==> config.mk <==
export PLATFORM = sky130hd
export DESIGN_NAME = muldiv_unit
export DESIGN_NICKNAME = d
export VERILOG_FILES = /design/src/rtl/muldiv_unit.sv
export SDC_FILE = /design/constraint.sdc
export NUM_CORES = 1
export LEC_CHECK = 0
export ABC_AREA = 1
export ABC_CLOCK_PERIOD_IN_PS = 4300
export CORE_ASPECT_RATIO = 0.5
export CORE_MARGIN = 8
export CORE_UTILIZATION = 45
export DETAILED_ROUTE_END_ITERATION = 10
export PLACE_DENSITY = 0.73
export SYNTH_ARGS = -nofsm -noshare
export SYNTH_HDL_FRONTEND = slang
export SYNTH_SLANG_ARGS = --single-unit
==> constraint.sdc <==
create_clock -name clk -period 4.3 [get_ports clk]
set_clock_uncertainty 0.1 [all_clocks]
set_input_delay 0.86 -clock clk [delete_from_list [all_inputs] [get_ports clk]]
set_output_delay 0.86 -clock clk [all_outputs]
set_load 0.01 [all_outputs]
==> src/rtl/muldiv_unit.sv <==
// ============================================================================
// Module   : muldiv_unit
// Brief    : Iterative RV32M multiply/divide unit, fixed latency, tagged result.
// Revision : 1.0 - initial release
// ============================================================================
`default_nettype none

module muldiv_unit #(
   parameter int XLEN       = 32,
   parameter int HART_ID_W  = 1,
   parameter int REG_ADDR_W = 5
) (
   input  logic                  clk,
   input  logic                  rst,
   input  logic                  muldiv_start,
   input  logic [2:0]            muldiv_op,
   input  logic [XLEN-1:0]       muldiv_a,
   input  logic [XLEN-1:0]       muldiv_b,
   input  logic [HART_ID_W-1:0]  muldiv_hart_id,
   input  logic [REG_ADDR_W-1:0] muldiv_rd,
   output logic                  muldiv_busy,
   output logic                  muldiv_done,
   output logic [XLEN-1:0]       muldiv_result,
   output logic [HART_ID_W-1:0]  muldiv_done_hart_id,
   output logic [REG_ADDR_W-1:0] muldiv_done_rd
);

   localparam int                 c_CNT_W = $clog2(XLEN);
   localparam logic [c_CNT_W-1:0] c_LAST  = c_CNT_W'(XLEN - 1);

   localparam logic [1:0] c_IDLE = 2'd0;
   localparam logic [1:0] c_RUN  = 2'd1;
   localparam logic [1:0] c_DONE = 2'd2;

   localparam logic [2:0] c_MUL    = 3'b000;
   localparam logic [2:0] c_MULH   = 3'b001;
   localparam logic [2:0] c_MULHSU = 3'b010;
   localparam logic [2:0] c_DIV    = 3'b100;
   localparam logic [2:0] c_REM    = 3'b110;
   localparam logic [2:0] c_REMU   = 3'b111;

   logic [1:0]            r_state;
   logic [c_CNT_W-1:0]    r_cnt;
   logic [2:0]            r_op;
   logic [XLEN-1:0]       r_a_raw;
   logic                  r_b_zero;
   logic                  r_neg_q;
   logic                  r_neg_r;
   logic [XLEN-1:0]       r_mag_b;
   logic [XLEN-1:0]       r_hi;
   logic [XLEN-1:0]       r_lo;
   logic [HART_ID_W-1:0]  r_hart;
   logic [REG_ADDR_W-1:0] r_rd;
   logic [XLEN-1:0]       r_result;
   logic [HART_ID_W-1:0]  r_done_hart;
   logic [REG_ADDR_W-1:0] r_done_rd;

   logic            w_a_signed, w_b_signed, w_a_neg, w_b_neg, w_is_div;
   logic [XLEN-1:0] w_a_mag, w_b_mag;
   logic [XLEN:0]   w_sum, w_shift;
   logic [XLEN-1:0] w_diff;
   logic            w_ge;
   logic [XLEN-1:0] w_next_hi, w_next_lo;
   logic [2*XLEN-1:0] w_prod;
   logic [XLEN-1:0] w_quo, w_rem, w_final;

   // Operand conditioning at accept time: everything iterates on magnitudes.
   assign w_a_signed = (muldiv_op == c_MULH) || (muldiv_op == c_MULHSU) ||
                       (muldiv_op == c_DIV)  || (muldiv_op == c_REM);
   assign w_b_signed = (muldiv_op == c_MULH) || (muldiv_op == c_DIV) ||
                       (muldiv_op == c_REM);
   assign w_a_neg    = w_a_signed && muldiv_a[XLEN-1];
   assign w_b_neg    = w_b_signed && muldiv_b[XLEN-1];
   assign w_a_mag    = w_a_neg ? -muldiv_a : muldiv_a;
   assign w_b_mag    = w_b_neg ? -muldiv_b : muldiv_b;
   assign w_is_div   = r_op[2];

   // Multiply: {r_hi,r_lo} holds partial product above the remaining multiplier bits.
   assign w_sum   = {1'b0, r_hi} + (r_lo[0] ? {1'b0, r_mag_b} : '0);
   // Divide: r_hi is the partial remainder, r_lo shifts dividend out and quotient in.
   assign w_shift = {r_hi, r_lo[XLEN-1]};
   assign w_ge    = (w_shift >= {1'b0, r_mag_b});
   assign w_diff  = w_shift[XLEN-1:0] - r_mag_b;

   always_comb begin
      w_next_hi = w_sum[XLEN:1];
      w_next_lo = {w_sum[0], r_lo[XLEN-1:1]};
      if (w_is_div) begin
         w_next_hi = w_ge ? w_diff : w_shift[XLEN-1:0];
         w_next_lo = {r_lo[XLEN-2:0], w_ge};
      end
   end

   assign w_prod = r_neg_q ? -{w_next_hi, w_next_lo} : {w_next_hi, w_next_lo};
   assign w_quo  = r_neg_q ? -w_next_lo : w_next_lo;
   assign w_rem  = r_neg_r ? -w_next_hi : w_next_hi;

   // Signed overflow needs no override: |a|/1 with matching signs already yields 0x80000000 rem 0.
   always_comb begin
      w_final = w_prod[2*XLEN-1:XLEN];
      if (r_op == c_MUL) begin
         w_final = w_prod[XLEN-1:0];
      end else if (w_is_div) begin
         if (r_op[1]) begin
            w_final = r_b_zero ? r_a_raw : w_rem;
         end else begin
            w_final = r_b_zero ? '1 : w_quo;
         end
      end
   end

   always_ff @(posedge clk) begin
      if (rst) begin
         r_state     <= c_IDLE;
         r_cnt       <= '0;
         r_op        <= '0;
         r_a_raw     <= '0;
         r_b_zero    <= 1'b0;
         r_neg_q     <= 1'b0;
         r_neg_r     <= 1'b0;
         r_mag_b     <= '0;
         r_hi        <= '0;
         r_lo        <= '0;
         r_hart      <= '0;
         r_rd        <= '0;
         r_result    <= '0;
         r_done_hart <= '0;
         r_done_rd   <= '0;
      end else begin
         case (r_state)
            c_IDLE: begin
               if (muldiv_start) begin
                  r_state  <= c_RUN;
                  r_cnt    <= '0;
                  r_op     <= muldiv_op;
                  r_a_raw  <= muldiv_a;
                  r_b_zero <= (muldiv_b == '0);
                  r_neg_q  <= w_a_neg ^ w_b_neg;
                  r_neg_r  <= w_a_neg;
                  r_hi     <= '0;
                  r_hart   <= muldiv_hart_id;
                  r_rd     <= muldiv_rd;
                  if (muldiv_op[2]) begin
                     r_mag_b <= w_b_mag;
                     r_lo    <= w_a_mag;
                  end else begin
                     r_mag_b <= w_a_mag;
                     r_lo    <= w_b_mag;
                  end
               end
            end
            c_RUN: begin
               r_hi  <= w_next_hi;
               r_lo  <= w_next_lo;
               r_cnt <= r_cnt + 1'b1;
               if (r_cnt == c_LAST) begin
                  r_state     <= c_DONE;
                  r_result    <= w_final;
                  r_done_hart <= r_hart;
                  r_done_rd   <= r_rd;
               end
            end
            c_DONE:  r_state <= c_IDLE;
            default: r_state <= c_IDLE;
         endcase
      end
   end

   assign muldiv_busy         = (r_state != c_IDLE);
   assign muldiv_done         = (r_state == c_DONE);
   assign muldiv_result       = r_result;
   assign muldiv_done_hart_id = r_done_hart;
   assign muldiv_done_rd      = r_done_rd;

endmodule

`default_nettype wire

==> impl_metrics.env <==
export IMPL_grt_pass1_vias=21900
export IMPL_syn2layout_area_growth_pct=26.8
export IMPL_drc_errors=0
export IMPL_dieArea_sq_mm=0.0493
export IMPL_htree_num_levels=4
export IMPL_critPathTopFamily="simple AND/OR/NAND/NOR gates"
export IMPL_cp_max_fo=6
export IMPL_vias_per_cell=5.73
export IMPL_total_power_mw=7.63
export IMPL_syn_nets=3512
export IMPL_ant_nets=0
export IMPL_holdWs_ns=0.362
export IMPL_ys_warn_count=0
export IMPL_gp_congestion=1.04
export IMPL_cts_root_buf="clkbuf_16"
export IMPL_placed_cells=4196
export IMPL_coreArea_sq_mm=0.0418
export IMPL_wl_per_cell_um=22.4
export IMPL_cts_hold_buf=0
export IMPL_drt_total_wl_um=95200
export IMPL_antenna_found_initial=1
export IMPL_hold_depth=2
export IMPL_start_util_pct=45.3
export IMPL_grtUsageTotal_pct=37.2
export IMPL_rr_worst_depth=30
export IMPL_path_buf_inv=2
export IMPL_top_layer_used="met5"
export IMPL_numCtsBuffers=17
export IMPL_synth_cell_type_count=56
export IMPL_synth_area_leader_cell="nand2_1"
export IMPL_max_freq_mhz=239
export IMPL_tightest_slew_ns=1.06
export IMPL_die_w_um=306
export IMPL_syn_inst=3364
export IMPL_grt_overflow=0
export IMPL_finalCriticalPeriod_ns=4.18
export IMPL_grt_pass1_wl_um=140000
export IMPL_cp_start_kind="register"
export IMPL_wl_met3_um=12900
export IMPL_rsz0062_at_grt="yes"
export IMPL_synth_area_leaders="nand2_1, dfxtp_1, inv_1"
export IMPL_layout_common_cells="nand2_1, inv_1, buf_4"
export IMPL_ys_flop_type="dfxtp_1"
export IMPL_critPathCaptureType="register"
export IMPL_die_h_um=161
export IMPL_final_common_cell="nand2_1"
export IMPL_drive_gt1_share_pct=16.6
export IMPL_fin_nets=3829
export IMPL_crit_path_end="muldiv_result[26]"
export IMPL_fill_cells=4314
export IMPL_cts_sinks=185
export IMPL_dpl_hpwl_um=75900
export IMPL_r2r_setup_slack_ns=0.12
export IMPL_antenna_cells=0
export IMPL_status="finished, final reports clean"
export IMPL_drtIter0Drc=3551
export IMPL_clk_pin_slew_ns=0.09
export IMPL_ys_async_sr_fraction_pct=0
export IMPL_yosysSeqAreaShare_pct=19.6
export IMPL_synth_avg_cell_area_sq_um=5.63
export IMPL_hold_class="reg -> reg"
export IMPL_vias=24300
export IMPL_ir_drop_uv=289
export IMPL_ys_seq_elements=185
export IMPL_drv_cap=0
export IMPL_fp_row_count=53
export IMPL_max_slew_margin_rel_pct=29.2
export IMPL_rr_startpoint="r_mag_b[30]"
export IMPL_hold_viol=0
export IMPL_synth_top_cell_area_share_pct=21.1
export IMPL_setup_worst_path_start="r_mag_b[30]"
export IMPL_critPathMostFrequentCell="nand2_1"
export IMPL_period_share_pct=97.3
export IMPL_cp_data_arrival_time_ns=4.50
export IMPL_synth_edf_count=0
export IMPL_slew_viol_final=0
export IMPL_worst_path_stages=30
export IMPL_ioPinCount=116
export IMPL_r2r_end="muldiv_result[26]"
export IMPL_wl_met2_um=36900
export IMPL_crit_type="reg -> reg"
export IMPL_cp_slowest_cell="dfxtp_2"
export IMPL_drt_met1_wl_um=42500
export IMPL_cts_tree="yes"
export IMPL_finalSetupViolCount=0
export IMPL_syn_area_sq_mm=0.0189
export IMPL_grt_max_degree=91
export IMPL_io_buffer_count=115
export IMPL_clk_latency_ns=0.48
export IMPL_first_pass_iters=6
export IMPL_p_per_area_mw_per_mm2=318
export IMPL_cts_path_max_buffers=2
export IMPL_final_cells=4244
export IMPL_max_stage_delay_ns=0.36
export IMPL_p_leak_nw=12.0
export IMPL_worst_ep_required_time_ns=4.62
## kinds of logic (layout without fill, tap and decap cells)
kind of cell / Yosys count / after routing / share of synthesized area (%)
simple gates: 1801 / 1801 / 40.6
buf+inv: 622 / 952 / 12.8
compound gates: 564 / 564 / 16.7
flops: 185 / 185 / 19.6
xor+xnor: 120 / 120 / 5.55
fa+ha+maj: 72 / 72 / 4.84
## cell type report
class / instances / area [sq um] / share of cell area (%)
Tap cell: 550 / 688 / 2.87
Clock buffer: 17 / 425 / 1.77
Clock inverter: 15 / 193 / 0.802
Sequential cell: 185 / 3780 / 15.7
Timing Repair Buffer: 440 / 3660 / 15.2
Multi-Input combinational cell: 2557 / 13500 / 56.1
Inverter: 480 / 1810 / 7.52
## how the worst min path moves through the flow
stage	from	end	slack (ns)
floorplan	r_a_raw[0]	r_a_raw[0]	0.33
global placement	r_a_raw[31]	r_a_raw[31]	0.34
detailed placement	r_a_raw[22]	r_a_raw[22]	0.35
CTS	r_a_raw[22]	r_a_raw[22]	0.36
global route	muldiv_result[4]	muldiv_result[4]	0.38
finish	r_a_raw[22]	r_a_raw[22]	0.36
## registers in the layout, summed over array words and instances (netlist names), 2 cells and up
signal and count:
r_op 3, r_cnt 5, r_state 2, r_hi 32
muldiv_done_rd 5, r_lo 32, r_rd 5, r_a_raw 32
muldiv_result 32, r_mag_b 32
## stage by stage
step                      area (sq um)  utilization [%]  TNS, ns  worst slack (ns)
after detailed placement         22600             54.0    -1.59            -0.194
after global placement           22600             54.0    -1.50            -0.184
final                            24000             57.5        0             0.117
after floorplan                  18900                -        0             0.542
after CTS                        23600             56.6        0          0.000469
after global routing             24000             57.5   -0.271           -0.0839
## where the power goes
| part | leakage, nW | internal, mW | switching [mW] | total, mW |
|---|---|---|---|---|
| clock network | 0.301 | 0.805 | 0.955 | 1.76 |
| logic | 10.2 | 1.35 | 2.59 | 3.95 |
| registers | 1.53 | 1.81 | 0.106 | 1.92 |
| total | 12.0 | 3.97 | 3.66 | 7.63 |
## what timing repair did
item	CTS	global route
pin swaps	8	12
resized for setup	92	76
setup buffers	5	11
setup endpoints to repair	14	29
## Yosys cell counts, types with 17 or more instances
master,number
nand3_1,211
o21ai_1,21
dfxtp_1,185
inv_1,463
buf_2,20
clkbuf_1,96
nor3_1,42
a21oi_1,210
or2_2,18
o21ai_0,212
ha_1,70
nor2_2,23
nand3_2,18
nand2_1,1063
nor2_1,323
a221oi_1,18
xor2_1,89
nand4_1,41
nand3b_1,23
buf_1,17
xnor2_1,31
## tightest hold or removal path, stage by stage, from the launching register on
cell and delay, ns:
dfxtp_1 0.31, inv_1 0.06, a21oi_1 0.06
## per-layer routing
| layer | up-vias | GRT usage, % |
|---|---|---|
| met5 | - | 0 |
| met2 | 1513 | 51.3 |
| met4 | 2 | 11.2 |
| met1 | 11300 | 54.3 |
| met3 | 148 | 11.2 |
| li1 | 11400 | - |
No activity file was read; power rests on OpenSTA's default activity.
